## src/rtl/ft_spi_pkg.sv

```systemverilog
// Shared types and constants for the FT2232 SPI slave.
package ft_spi_pkg;

    localparam int               BYTE_W          = 8;
    localparam int               CNT_W           = $clog2(BYTE_W);
    localparam logic [BYTE_W-1:0] IDLE_TX_DEFAULT = 8'hFF;

    typedef enum logic [1:0] {
        IDLE,
        ACTIVE,
        WAIT_IDLE
    } state_t;

endpackage

```

## src/rtl/ft_spi_sync.sv

```systemverilog
// Multi-bit multi-stage synchronizer with rising/falling edge pulses on the
// synchronized value.
module ft_spi_sync #(
    parameter int               WIDTH     = 1,
    parameter int               STAGES    = 2,
    parameter logic [WIDTH-1:0] RESET_VAL = '0
) (
    input  logic             clk,
    input  logic             rst_n,
    input  logic [WIDTH-1:0] d,
    output logic [WIDTH-1:0] q,
    output logic [WIDTH-1:0] rise,
    output logic [WIDTH-1:0] fall
);

    logic [WIDTH-1:0] pipe [STAGES];
    logic [WIDTH-1:0] prev;

    // NOTE: every stage resets to the bus idle level; a partly reset pipeline
    // would release a phantom edge into the edge detector after reset.
    always_ff @(posedge clk or negedge rst_n) begin
        if (!rst_n) begin
            for (int i = 0; i < STAGES; i++) pipe[i] <= RESET_VAL;
            prev <= RESET_VAL;
        end else begin
            pipe[0] <= d;
            for (int i = 1; i < STAGES; i++) pipe[i] <= pipe[i-1];
            prev <= pipe[STAGES-1];
        end
    end

    assign q    = pipe[STAGES-1];
    assign rise = q & ~prev;
    assign fall = ~q & prev;

endmodule

```

## src/rtl/ft_spi_slave.sv

```systemverilog
// SPI mode-0 slave for the FT2232 link, oversampled on the system clock.
// Optional FT_SPI_BYTE_COUNT_EN adds o_byte_count (bytes in current frame).
module ft_spi_slave
    import ft_spi_pkg::*;
#(
    parameter int                SYNC_STAGES = 2,
    parameter logic [BYTE_W-1:0] IDLE_TX     = IDLE_TX_DEFAULT
) (
    input  logic              clk,
    input  logic              rst_n,
    input  logic              i_FT_SCK,
    input  logic              i_FT_MOSI,
    input  logic              i_FT_CS,
    output logic              o_FT_MISO,
    output logic [BYTE_W-1:0] o_rx_data,
    output logic              o_rx_valid,
    input  logic              i_rx_ready,
    input  logic [BYTE_W-1:0] i_tx_data,
    input  logic              i_tx_valid,
    output logic              o_tx_ready,
    output logic              o_frame_start,
    output logic              o_frame_end,
    output logic              o_busy,
    output logic              o_overrun
`ifdef FT_SPI_BYTE_COUNT_EN
    ,
    output logic [15:0]       o_byte_count
`endif
);

    localparam int SETTLE_W = $clog2(SYNC_STAGES + 2);

    logic [2:0] pin_s, pin_rise, pin_fall;
    logic       sck_rise, sck_fall, mosi_s, cs_s, cs_rise, cs_fall;

    ft_spi_sync #(
        .WIDTH     (3),
        .STAGES    (SYNC_STAGES),
        .RESET_VAL (3'b100)
    ) u_sync (
        .clk   (clk),
        .rst_n (rst_n),
        .d     ({i_FT_CS, i_FT_MOSI, i_FT_SCK}),
        .q     (pin_s),
        .rise  (pin_rise),
        .fall  (pin_fall)
    );

    assign sck_rise = pin_rise[0];
    assign sck_fall = pin_fall[0];
    assign mosi_s   = pin_s[1];
    assign cs_s     = pin_s[2];
    assign cs_rise  = pin_rise[2];
    assign cs_fall  = pin_fall[2];

    logic unused_sync;
    assign unused_sync = ^{pin_s[0], pin_rise[1], pin_fall[1]};

    state_t               state_q, state_d;
    logic [SETTLE_W-1:0]  settle_cnt;
    logic                 settled;
    logic                 frame_start_w, frame_end_w;
    logic [CNT_W-1:0]     bit_cnt;
    logic [BYTE_W-2:0]    rx_shift;
    logic [BYTE_W-1:0]    tx_shift;
    logic                 load_pending;
    logic                 shifting, byte_done, load_req;

    // Until the synchronizer has filled, a low CS means a frame was already
    // running through reset and must be skipped.
    assign settled = (settle_cnt == SETTLE_W'(SYNC_STAGES + 1));

    always_ff @(posedge clk or negedge rst_n) begin
        if (!rst_n) begin
            state_q    <= IDLE;
            settle_cnt <= '0;
        end else begin
            state_q <= state_d;
            if (!settled) settle_cnt <= settle_cnt + SETTLE_W'(1);
        end
    end

    // NOTE: defaults first so every path assigns every output; no latches.
    always_comb begin
        state_d       = state_q;
        frame_start_w = 1'b0;
        frame_end_w   = 1'b0;
        case (state_q)
            IDLE: begin
                if (!settled) begin
                    if (!cs_s) state_d = WAIT_IDLE;
                end else if (cs_fall) begin
                    state_d       = ACTIVE;
                    frame_start_w = 1'b1;
                end
            end
            ACTIVE: begin
                if (cs_rise) begin
                    state_d     = IDLE;
                    frame_end_w = 1'b1;
                end
            end
            WAIT_IDLE: if (cs_s) state_d = IDLE;
            default:   state_d = IDLE;
        endcase
    end

    assign shifting  = (state_q == ACTIVE) && !frame_end_w;
    assign byte_done = shifting && sck_rise && (bit_cnt == CNT_W'(BYTE_W - 1));
    assign load_req  = frame_start_w || (shifting && sck_fall && load_pending);

    always_ff @(posedge clk or negedge rst_n) begin
        if (!rst_n) begin
            bit_cnt       <= '0;
            rx_shift      <= '0;
            tx_shift      <= IDLE_TX;
            load_pending  <= 1'b0;
            o_rx_data     <= '0;
            o_rx_valid    <= 1'b0;
            o_overrun     <= 1'b0;
            o_tx_ready    <= 1'b0;
            o_frame_start <= 1'b0;
            o_frame_end   <= 1'b0;
        end else begin
            o_frame_start <= frame_start_w;
            o_frame_end   <= frame_end_w;
            o_tx_ready    <= 1'b0;

            if (load_req) begin
                tx_shift   <= i_tx_valid ? i_tx_data : IDLE_TX;
                o_tx_ready <= i_tx_valid;
            end else if (shifting && sck_fall) begin
                tx_shift <= {tx_shift[BYTE_W-2:0], 1'b1};
            end

            if (frame_start_w || frame_end_w) begin
                bit_cnt      <= '0;
                load_pending <= 1'b0;
            end else if (shifting && sck_rise) begin
                rx_shift <= {rx_shift[BYTE_W-3:0], mosi_s};
                bit_cnt  <= bit_cnt + CNT_W'(1);
                if (byte_done) load_pending <= 1'b1;
            end else if (shifting && sck_fall) begin
                load_pending <= 1'b0;
            end

            // Completion wins over a same-cycle handshake of the older byte.
            if (o_rx_valid && i_rx_ready) o_rx_valid <= 1'b0;
            if (byte_done) begin
                o_rx_data  <= {rx_shift, mosi_s};
                o_rx_valid <= 1'b1;
                if (o_rx_valid && !i_rx_ready) o_overrun <= 1'b1;
            end
        end
    end

    assign o_FT_MISO = (state_q == ACTIVE) ? tx_shift[BYTE_W-1] : 1'b1;
    assign o_busy    = (state_q == ACTIVE);

`ifdef FT_SPI_BYTE_COUNT_EN
    logic [15:0] byte_cnt;

    always_ff @(posedge clk or negedge rst_n) begin
        if (!rst_n) begin
            byte_cnt <= '0;
        end else if (frame_start_w) begin
            byte_cnt <= '0;
        end else if (byte_done && byte_cnt != 16'hFFFF) begin
            byte_cnt <= byte_cnt + 16'(1);
        end
    end

    assign o_byte_count = byte_cnt;
`endif

endmodule

```

## config.mk

```make
export PLATFORM = sky130hd
export DESIGN_NAME = ft_spi_slave
export DESIGN_NICKNAME = d
export VERILOG_FILES = /design/src/rtl/ft_spi_pkg.sv /design/src/rtl/ft_spi_sync.sv /design/src/rtl/ft_spi_slave.sv
export SDC_FILE = /design/constraint.sdc
export NUM_CORES = 1
export LEC_CHECK = 0
export CAP_MARGIN = 20
export CORE_MARGIN = 2
export CORE_UTILIZATION = 52
export CTS_BUF_LIST = sky130_fd_sc_hd__clkbuf_16
export CTS_CLUSTER_DIAMETER = 60
export CTS_CLUSTER_SIZE = 30
export DETAILED_ROUTE_END_ITERATION = 10
export PLACE_DENSITY = 0.78
export SLEW_MARGIN = 30
export SYNTH_ARGS = -nofsm -noshare
export SYNTH_HDL_FRONTEND = slang
export SYNTH_SLANG_ARGS = --single-unit
```

## constraint.sdc

```tcl
create_clock -name clk -period 1.8 [get_ports clk]
set_input_delay 0.36 -clock clk [delete_from_list [all_inputs] [get_ports clk]]
set_output_delay 0.36 -clock clk [all_outputs]
set_load 0.005 [all_outputs]
```

==> insert_results.sql, run 1 <==
INSERT INTO impl_metrics (metric_group, metric, value, unit) VALUES
('routing', 'detailroute.via_count', '1294', ''),
('clocking', 'cts_clk_pin_slew_worst_paths', '0.06', 'ns'),
('critical_path', 'cp-startpoint', 'u_sync.prev[2]', ''),
('routing', 'antenna_violating_nets_post_route', '0', ''),
('routing', 'postRouteWirelength', '3568', 'microns'),
('power_and_ir_drop', 'finalPower', '2.627', 'mW'),
('routing', 'first_iter_violations', '94', ''),
('power_and_ir_drop', 'power.leakage', '1.107', 'nW'),
('critical_path', 'slowest_stage_cell_crit_path', 'dfstp_2', ''),
('yosys', 'postSynthNetCount', '169', ''),
('clocking', 'cts-htree-levels', '2', ''),
('placed_design', 'worst_slack_after_detailed_placement', '0.07997', 'ns'),
('die', 'design.die.area', '3985', 'sq um'),
('critical_path', 'data_arrival_time_of_the_worst_path', '1.94', 'ns'),
('clocking', 'cts_root_buffer', 'clkbuf_16', ''),
('die', 'ios', '30', ''),
('grt', 'global_route.overflow_total', '0', ''),
('power_and_ir_drop', 'power_density', '1096', 'nW/um^2'),
('clocking', 'cts_tree', 'built', ''),
('timing', 'worst-slew-pin-transition', '0.4722', 'ns'),
('timing', 'finalMaxSlewViolations', '0', ''),
('placed_design', 'place.port_buffers', '29', ''),
('critical_path', 'endpoint', 'tx_shift[1]', ''),
('yosys', 'syn-cell-area', '1818', 'sq um'),
('timing', 'skew', '0.003712', 'ns'),
('critical_path', 'setup.worst_path.start_class', 'register', ''),
('yosys', 'synth.avg_cell_area', '12.04', 'sq um'),
('die', 'core_area', '3337', 'sq um'),
('critical_path', 'cp_num_cells', '4', ''),
('clocking', 'cts_buffers', '5', ''),
('critical_path', 'timing.critical_path.cells', 'nand2b_1, nand4b_4, and2_4, a221o_1', ''),
('critical_path', 'critical_path.reg2reg.endpoint', 'tx_shift[1]', ''),
('critical_path', 'critPathKind', 'reg -> reg', ''),
('critical_path', 'worst_r2r_path_depth', '4', ''),
('die', 'dieHeight', '63.13', 'microns'),
('timing', 'finalWorstSetupSlack', '0.06659', 'ns'),
('cells_and_area', 'layout_common_cells', 'dfrtp_1, nand2_1, clkdlybuf4s50_1', ''),
('die', 'core.rowCount', '21', ''),
('grt', 'grt_pass1_vias', '1275', ''),
('clocking', 'clock_path_buffers', '2', ''),
('critical_path', 'worstPathBufferInverterCount', '0', ''),
('power_and_ir_drop', 'vdd_ir_drop_max', '0.7499', 'mV'),
('routing', 'detail_route.wl_per_cell', '14.99', 'microns'),
('hold_path', 'holdCritPathClass', 'in -> async', ''),
('routing', 'detailed_router_iteration_count_before_antenna_repair', '4', ''),
('clocking', 'tritoncts_num_sinks', '44', ''),
('placed_design', 'detail_placement_hpwl', '2376', 'microns'),
('clocking', 'postCtsHoldBufs', '0', ''),
('grt', 'grtUsageTotal', '20.12', '%'),
('grt', 'grt_max_degree', '26', ''),
('critical_path', 'crit_family', 'simple AND/OR/NAND/NOR gates', ''),
('timing', 'final.setup.tns', '0', 'ns'),
('yosys', 'yosys_register_bits', '44', ''),
('routing', 'post_drt_via_cell_ratio', '5.437', ''),
('timing', 'post-route-period-util', '96.30', '%'),
('timing', 'achievable-frequency', '576.9', 'MHz'),
('die', 'start_util', '54.48', '%'),
('outcome', 'status', 'completed', ''),
('die', 'die_w', '63.13', 'microns'),
('yosys', 'synthesis.instances', '151', ''),
('critical_path', 'critical_path.endpoint_type', 'register', ''),
('critical_path', 'cp_slowest_stage_delay', '0.54', 'ns'),
('timing', 'timing_hold_violations_final', '0', ''),
('placed_design', 'placed_cell_area', '2180', 'sq um'),
('clocking', 'clk_latency', '0.28', 'ns'),
('timing', 'period_needed', '1.733', 'ns'),
('cells_and_area', 'design.final.nets', '209', ''),
('critical_path', 'critical_path.max_fanout', '9', ''),
('cells_and_area', 'layout-area-overhead-vs-synth', '31.87', '%'),
('critical_path', 'critical_path_required', '2.00', 'ns'),
('critical_path', 'beginning_of_the_worst_register_to_register_path', 'u_sync.prev[2]', '');
==> kinds of logic (layout without fill, tap and decap cells) <==
logic type	after synthesis	in the layout	synth area share (%)
compound gates	17	17	6.675
xor+xnor	1	1	0.4818
fa+ha+maj	3	3	2.065
buf+inv	10	51	2.959
flops	44	44	61.32
mux	9	9	5.575
simple gates	67	67	20.92
==> how the worst min path moves through the flow <==
stage | to | depth (start not counted) | start
final | settle_cnt[0] | 1 | rst_n
after detailed placement | settle_cnt[0] | 1 | rst_n
after floorplan | bit_cnt[0] | 0 | rst_n
after global placement | settle_cnt[0] | 1 | rst_n
after CTS | settle_cnt[0] | 1 | rst_n
after global routing | settle_cnt[0] | 1 | rst_n
==> registers in the layout (all words and copies together), names as in the netlist <==
name           cells
state_q            2
u_sync.pipe        3
settle_cnt         2
o_rx_valid         1
o_tx_ready         1
bit_cnt            3
o_frame_start      1
u_sync.prev        2
u_sync.q           3
rx_shift           7
o_rx_data          8
tx_shift           8
o_frame_end        1
o_overrun          1
load_pending       1
==> report_power, final <==
part | total (mW) | internal, mW | switching, mW
registers | 1.27 | 1.18 | 0.0923
clock network | 0.980 | 0.646 | 0.334
logic | 0.373 | 0.196 | 0.177
total | 2.63 | 2.02 | 0.603
==> final cells by class <==
cell class                 instances  area [sq um]
sequential                        44          1115
fill                             246         939.7
clock buffer                       5         125.1
timing repair buffer              39         375.4
clock inverter                     3         38.79
inverter                           4         18.77
multi-input combinational         97         666.9
tap                               46         57.56
==> cell usage after synthesis, drive strengths merged <==
| master | n | area (sq um) |
|---|---|---|
| nor3 | 4 | 20.02 |
| o21ai | 4 | 20.02 |
| mux2 | 9 | 101.4 |
| dfstp | 11 | 289.0 |
| nor3b | 5 | 37.54 |
| and4b | 2 | 20.02 |
| nand4b | 2 | 32.53 |
| clkinv | 1 | 3.750 |
| nor4 | 1 | 6.260 |
| and2b | 1 | 7.510 |
| clkbuf | 2 | 7.510 |
| a221o | 4 | 40.04 |
| xnor2 | 1 | 8.760 |
| o31ai | 3 | 22.52 |
| inv | 3 | 11.26 |
| nor4b | 3 | 26.28 |
| nand3b | 1 | 7.510 |
| and2 | 2 | 15.02 |
| nand2b | 7 | 43.79 |
| o21bai | 2 | 15.01 |
| nand3 | 4 | 20.02 |
| nor2b | 1 | 6.260 |
| a21oi | 3 | 15.01 |
| nand2 | 33 | 133.9 |
| a32oi | 1 | 8.760 |
| ha | 3 | 37.54 |
| nor2 | 1 | 3.750 |
| dfrtp | 33 | 825.8 |
| buf | 4 | 31.27 |
==> per-layer routing <==
layer	GRT usage, %	part of all wire [%]
met1	26.14	42
met2	32.18	53
met3	6.607	3.6
met4	6.111	0.98
met5	0	0
==> timing repair <==
action | 4_1_cts | 5_1_grt
buffers inserted | 3 | 1
resized for setup | 1 | 5
gates cloned | 0 | 0
setup endpoints to repair | 2 | 6
==> stage by stage <==
step | cells | utilization [%]
final | 238 | 71.84
after detailed placement | 226 | 65.32
after global routing | 238 | 71.84
after global placement | 226 | 65.32
after CTS | 237 | 70.94
after floorplan | 151 | -
(Power assumes the default switching activity.)
==> run 2, diff against run 1 <==
Settings changed: CORE_UTILIZATION 52 to 60, DONT_BUFFER_PORTS from default to 1, GPL_TIMING_DRIVEN from default to 0, PLACE_DENSITY 0.78 to 0.76, SLEW_MARGIN 30 to default.
==> run 2 against run 1 <==
Effect of this change: critical path depth grew 2; sequential power is essentially flat; non-clock buffer count shrank 28; via count decreased by 7.4%; total power fell by 8.1%; clock skew is 0.0022 ns higher; highest routed layer unchanged.
==> insert_results.sql, run 2 (synthesized netlist as in run 1, its figures left out) <==
INSERT INTO impl_metrics (metric_group, metric, value, unit) VALUES
('timing', 'finalSetupViolations', '0', ''),
('placed_design', 'detail_placement_hpwl', '1942', 'microns'),
('clocking', 'cts-htree-levels', '2', ''),
('critical_path', 'cp_slowest_stage_delay', '0.57', 'ns'),
('cells_and_area', 'layout_common_cells', 'dfrtp_1, nand2_1, dfstp_2', ''),
('routing', 'drc_errors', '0', ''),
('power_and_ir_drop', 'power.leakage', '0.9833', 'nW'),
('flow_run', 'cap_violations', '0', ''),
('routing', 'postRouteWirelength', '3144', 'microns'),
('clocking', 'cts_tree', 'built', ''),
('clocking', 'cts_root_buffer', 'clkbuf_16', ''),
('power_and_ir_drop', 'power_density', '1155', 'nW/um^2'),
('power_and_ir_drop', 'p_switching', '584.9', 'uW'),
('clocking', 'clk_latency', '0.28', 'ns'),
('cells_and_area', 'final.fill_count', '197', ''),
('critical_path', 'critical_path.endpoint_type', 'register', ''),
('cells_and_area', 'layout_top_registers', 'o_rx_data: 8 flops, tx_shift: 8 flops, rx_shift: 7 flops', ''),
('critical_path', 'critical_path_required', '1.96', 'ns'),
('routing', 'antenna_violating_nets_post_route', '0', ''),
('placed_design', 'place.gp.congestion', '0.7930', ''),
('critical_path', 'critical_path.reg2reg.endpoint', 'o_rx_data[2]', ''),
('power_and_ir_drop', 'vdd_ir_drop_max', '0.7715', 'mV'),
('clocking', 'tritoncts_num_sinks', '44', ''),
('critical_path', 'beginning_of_the_worst_register_to_register_path', 'u_sync.q[2]', ''),
('grt', 'global_route.overflow_total', '0', ''),
('grt', 'grtUsageTotal', '19.47', '%'),
('timing', 'rsz0062_at_grt', 'false', ''),
('power_and_ir_drop', 'internal_power', '1.829', 'mW'),
('power_and_ir_drop', 'power.sequential.fraction', '53.0', '%'),
('hold_path', 'holdCritPathClass', 'in -> reg', ''),
('cells_and_area', 'final_design_area_no_fill', '2090', 'sq um'),
('cells_and_area', 'design.final.nets', '182', ''),
('timing', 'skew', '0.005893', 'ns'),
('power_and_ir_drop', 'p_comb_share', '12.6', '%'),
('placed_design', 'place.port_buffers', '0', ''),
('critical_path', 'critical_path.max_fanout', '11', ''),
('placed_design', 'placed_cell_area', '1857', 'sq um'),
('die', 'die_w', '59.05', 'microns'),
('routing', 'detailroute.via_count', '1198', ''),
('timing', 'period_needed', '1.734', 'ns'),
('timing', 'timing_hold_violations_final', '0', ''),
('timing', 'finalMaxSlewViolations', '0', ''),
('cells_and_area', 'post_route_cells_drive_above_1_share', '25.45', '%'),
('outcome', 'status', 'completed', ''),
('grt', 'initial_antenna_violation_count', '0', ''),
('timing', 'post-route-period-util', '96.35', '%'),
('cells_and_area', 'layout-area-overhead-vs-synth', '14.93', '%'),
('critical_path', 'slowest_stage_cell_crit_path', 'dfstp_2', ''),
('cells_and_area', 'final-seq-area', '1115', 'sq um'),
('power_and_ir_drop', 'power.share.clock', '34.4', '%'),
('critical_path', 'critPathKind', 'reg -> reg', ''),
('critical_path', 'r2r_setup_slack', '0.07', 'ns'),
('critical_path', 'worst_r2r_path_depth', '6', ''),
('hold_path', 'timing.hold.worst.start', 'i_FT_CS', ''),
('power_and_ir_drop', 'swShare', '24.23', '%'),
('timing', 'timing.slew.headroom', '70.72', '%'),
('cells_and_area', 'final_core_util', '73.86', '%'),
('die', 'dieHeight', '59.05', 'microns'),
('die', 'core.rowCount', '19', ''),
('routing', 'detailed_router_iteration_count_before_antenna_repair', '4', ''),
('hold_path', 'min_to', 'u_sync.pipe[5]', ''),
('die', 'core_area', '2829', 'sq um'),
('clocking', 'clock_path_buffers', '2', ''),
('timing', 'achievable-frequency', '576.6', 'MHz'),
('hold_path', 'worstHoldPathCells', '0', ''),
('routing', 'post_drt_via_cell_ratio', '6.112', ''),
('clocking', 'cts_buffers', '5', ''),
('grt', 'grt_pass1_vias', '1150', ''),
('grt', 'grt_max_degree', '45', ''),
('critical_path', 'setup.worst_path.start_class', 'register', ''),
('die', 'ios', '30', ''),
('cells_and_area', 'antenna_cells_inserted', '0', ''),
('critical_path', 'data_arrival_time_of_the_worst_path', '1.89', 'ns'),
('die', 'start_util', '64.26', '%'),
('cells_and_area', 'layout.cells.most_common', 'dfrtp_1', ''),
('clocking', 'cts_clk_pin_slew_worst_paths', '0.05', 'ns'),
('grt', 'grt_first_pass_wirelength', '5009', 'microns'),
('routing', 'first_iter_violations', '54', ''),
('critical_path', 'timing.critical_path.cells', 'nand2b_1, clkbuf_4, and4b_1, buf_6, nand2_8, mux2_2', ''),
('cells_and_area', 'multi_input_area', '683.2', 'sq um'),
('timing', 'worst-slew-pin-transition', '0.4391', 'ns'),
('die', 'design.die.area', '3486', 'sq um'),
('routing', 'detail_route.wl_per_cell', '16.04', 'microns');
-- run 2: worst max-delay path, delay by kind of cell (launching register included) --
family	cells	cell delay [ns]
buf+inv	2	0.34
mux	1	0.34
simple gates	3	0.37
flops	1	0.57
-- run 2: layout make-up --
cell class / instances / share of cell area (%)
inverters: 4 / 0.8982
well taps: 31 / 1.856
flip-flops and latches: 44 / 53.35
multi-input cells: 98 / 32.69
plain buffers: 6 / 2.156
clock inverters: 3 / 0.5389
repair buffers: 5 / 2.515
clock buffers: 5 / 5.988
-- run 2: worst max-delay path by stage --
stage                        start            to  slack, ns  depth (start not counted)
floorplan              u_sync.q[2]  o_rx_data[0]       0.15                          6
global placement    u_sync.prev[2]   tx_shift[1]      0.007                          5
detailed placement  u_sync.prev[2]   tx_shift[1]      -0.03                          5
CTS                    u_sync.q[2]  o_rx_data[2]      0.008                          6
global route         settle_cnt[0]   tx_shift[3]      0.002                          6
finish                 u_sync.q[2]  o_rx_data[2]       0.07                          6
-- run 2: metrics by stage --
| step | power [mW] | TNS [ns] | setup WS [ns] | instances | hold slack, ns |
|---|---|---|---|---|---|
| floorplan | 1.485 | 0 | 0.1546 | 151 | 0.06441 |
| global route | 2.527 | 0 | 0.001871 | 196 | 0.06592 |
| detailed placement | 1.551 | -0.06998 | -0.02520 | 182 | 0.06521 |
| global placement | 1.529 | 0 | 0.007352 | 182 | 0.06522 |
| finish | 2.414 | 0 | 0.06572 | 196 | 0.07749 |
| CTS | 2.421 | 0 | 0.008494 | 192 | 0.07136 |
-- run 2: repair_timing --
action                                 4_1_cts  5_1_grt
setup endpoints to repair                   12       12
buffers inserted                             0        3
hold buffers                                 2        0
cloned                                       0        1
pin swaps                                    0        2
gates resized for setup                      3        5
endpoints found under the hold margin       44        0
-- run 2: power groups by stage --
stage	registers [mW]	clock network, mW	logic [mW]
floorplan	1.26	0	0.224
global placement	1.28	0	0.251
detailed placement	1.29	0	0.263
CTS	1.28	0.847	0.297
global route	1.29	0.888	0.345
finish	1.28	0.831	0.304
-- run 2: metal layers --
metal,GRT usage [%],part of all wire [%],routed length [microns]
met4,8.766,1.5,46
met5,0,0,0
met3,5.895,4.5,141
met1,23.72,44,1384
met2,31.90,50,1572
==> run 3, diff against run 2 <==
Settings changed: MAX_ROUTING_LAYER from default to met4, PLACE_DENSITY 0.76 to 0.74.
==> run 3 against run 2 <==
Effect of this change: register-to-register slack about the same; sequential cell count is the same; final area increased by 1.0%; non-clock buffer count is 1 higher; via count is 1.6% lower; critical endpoint is now o_rx_data[1]; sequential power hardly changed.
==> insert_results.sql, run 3 (synthesized netlist as in run 1, its figures left out) <==
INSERT INTO impl_metrics (metric_group, metric, value, unit) VALUES
('timing', 'achievable-frequency', '579.6', 'MHz'),
('cells_and_area', 'layout_top_registers', 'o_rx_data: 8 flops, tx_shift: 8 flops, rx_shift: 7 flops', ''),
('timing', 'post-route-period-util', '95.85', '%'),
('routing', 'postRouteWirelength', '3021', 'microns'),
('routing', 'post_drt_via_cell_ratio', '6.015', ''),
('power_and_ir_drop', 'vdd_ir_drop_max', '0.8255', 'mV'),
('critical_path', 'critical_path.endpoint_type', 'register', ''),
('timing', 'finalSetupViolations', '0', ''),
('routing', 'first_iter_violations', '40', ''),
('power_and_ir_drop', 'finalPower', '2.419', 'mW'),
('timing', 'period_needed', '1.725', 'ns'),
('power_and_ir_drop', 'power_density', '1146', 'nW/um^2'),
('cells_and_area', 'design.final.nets', '182', ''),
('placed_design', 'place.port_buffers', '0', ''),
('grt', 'global_route.overflow_total', '0', ''),
('cells_and_area', 'layout-area-overhead-vs-synth', '16.10', '%'),
('timing', 'finalMaxSlewViolations', '0', ''),
('routing', 'detail_route.wl_per_cell', '15.41', 'microns'),
('timing', 'worst-slew-pin-transition', '0.5372', 'ns'),
('clocking', 'clock_path_buffers', '2', ''),
('timing', 'finalWorstSetupSlack', '0.07471', 'ns'),
('clocking', 'clk_latency', '0.28', 'ns'),
('cells_and_area', 'layout.cells.most_common', 'dfrtp_1', ''),
('die', 'core_area', '2829', 'sq um'),
('critical_path', 'setup.worst_path.start_class', 'register', ''),
('outcome', 'status', 'completed', ''),
('grt', 'grt_pass1_vias', '1152', ''),
('die', 'start_util', '64.26', '%'),
('routing', 'detailroute.via_count', '1179', ''),
('clocking', 'cts_root_buffer', 'clkbuf_16', ''),
('critical_path', 'critPathKind', 'reg -> reg', ''),
('cells_and_area', 'antenna_cells_inserted', '0', ''),
('power_and_ir_drop', 'power.leakage', '0.9820', 'nW'),
('grt', 'initial_antenna_violation_count', '0', ''),
('timing', 'final.setup.tns', '0', 'ns'),
('critical_path', 'data_arrival_time_of_the_worst_path', '1.89', 'ns'),
('timing', 'timing_hold_violations_final', '0', ''),
('die', 'dieHeight', '59.05', 'microns'),
('routing', 'drc_errors', '0', ''),
('die', 'ios', '30', ''),
('clocking', 'cts-htree-levels', '2', ''),
('timing', 'rsz0062_at_grt', 'false', ''),
('critical_path', 'critical_path.max_fanout', '10', ''),
('timing', 'skew', '0.002595', 'ns'),
('clocking', 'cts_clk_pin_slew_worst_paths', '0.06', 'ns'),
('cells_and_area', 'layout_common_cells', 'dfrtp_1, nand2_1, dfstp_2', ''),
('routing', 'antenna_violating_nets_post_route', '0', ''),
('flow_run', 'cap_violations', '0', ''),
('placed_design', 'detail_placement_hpwl', '1937', 'microns'),
('cells_and_area', 'post_route_cells_drive_above_1_share', '27.27', '%'),
('die', 'die_w', '59.05', 'microns'),
('die', 'design.die.area', '3486', 'sq um'),
('die', 'core.rowCount', '19', ''),
('clocking', 'cts_buffers', '5', ''),
('clocking', 'cts_tree', 'built', ''),
('placed_design', 'place.gp.congestion', '0.7706', ''),
('routing', 'detailed_router_iteration_count_before_antenna_repair', '4', ''),
('placed_design', 'worst_slack_after_detailed_placement', '-0.08901', 'ns'),
('hold_path', 'holdCritPathClass', 'in -> reg', ''),
('grt', 'grt_max_degree', '45', ''),
('grt', 'grt_first_pass_wirelength', '5050', 'microns'),
('grt', 'grtUsageTotal', '20.53', '%'),
('timing', 'timing.slew.headroom', '64.19', '%'),
('clocking', 'tritoncts_num_sinks', '44', ''),
('critical_path', 'critical_path_required', '1.96', 'ns');
[run 3: worst paths after layout]
check / start / end / slack [ns] / depth (start not counted)
min: i_FT_CS / u_sync.pipe[5] / 0.07 / 0
max: u_sync.prev[2] / o_rx_data[1] / 0.07 / 6
min in group asynchronous: rst_n / o_rx_data[7] / 0.55 / 2
max in group asynchronous: rst_n / tx_shift[7] / 0.98 / 2
max reg2reg: u_sync.prev[2] / o_rx_data[1] / 0.07 / 6
min reg2reg: u_sync.pipe[4] / u_sync.q[1] / 0.35 / 0
[run 3: cell type report]
| type | count | area, sq um |
|---|---|---|
| fill | 194 | 718.2 |
| sequential | 44 | 1115 |
| inverter | 4 | 18.77 |
| clock buffer | 5 | 125.1 |
| clock inverter | 3 | 12.51 |
| multi-input combinational | 97 | 698.2 |
| buffer | 6 | 42.54 |
| timing repair buffer | 6 | 60.06 |
| tap | 31 | 38.79 |
[run 3: per-layer routing]
layer / GRT usage (%) / vias to the layer above / routed length [microns]
li1: - / 549 / -
met1: 24.78 / 586 / 1312
met2: 31.43 / 35 / 1472
met3: 5.895 / 9 / 166
met4: 10.71 / 0 / 70
met5: - / - / 0
[run 3: worst max-delay path, cell delays in order (launching register included)]
cell	delay [ns]
dfstp_2	0.54
nand2b_1	0.10
buf_2	0.18
and4b_1	0.24
buf_6	0.17
nand2_8	0.09
mux2_2	0.29
[run 3: power breakdown]
part	switching [mW]	internal (mW)	leakage [nW]	total [mW]
clock	0.331	0.500	0.0762	0.832
sequential	0.0914	1.18	0.546	1.27
combinational	0.158	0.156	0.360	0.314
total	0.581	1.84	0.982	2.42
[run 3: what timing repair did]
item,4_1_cts,5_1_grt
gates resized for setup,3,8
setup endpoints to repair,14,12
setup buffers,0,4
pin swaps,0,1
endpoints found under the hold margin,44,0
hold buffers,2,0
[run 3: metrics by stage]
stage                     cell area (sq um)  instances  utilization (%)  hold WS [ns]
after floorplan                        1818        151                -       0.06441
after global placement                 1857        182            65.63       0.06533
after detailed placement               1857        182            65.63       0.06524
after CTS                              2038        192            72.05       0.06988
after global routing                   2111        196            74.61       0.06290
final                                  2111        196            74.61       0.07415
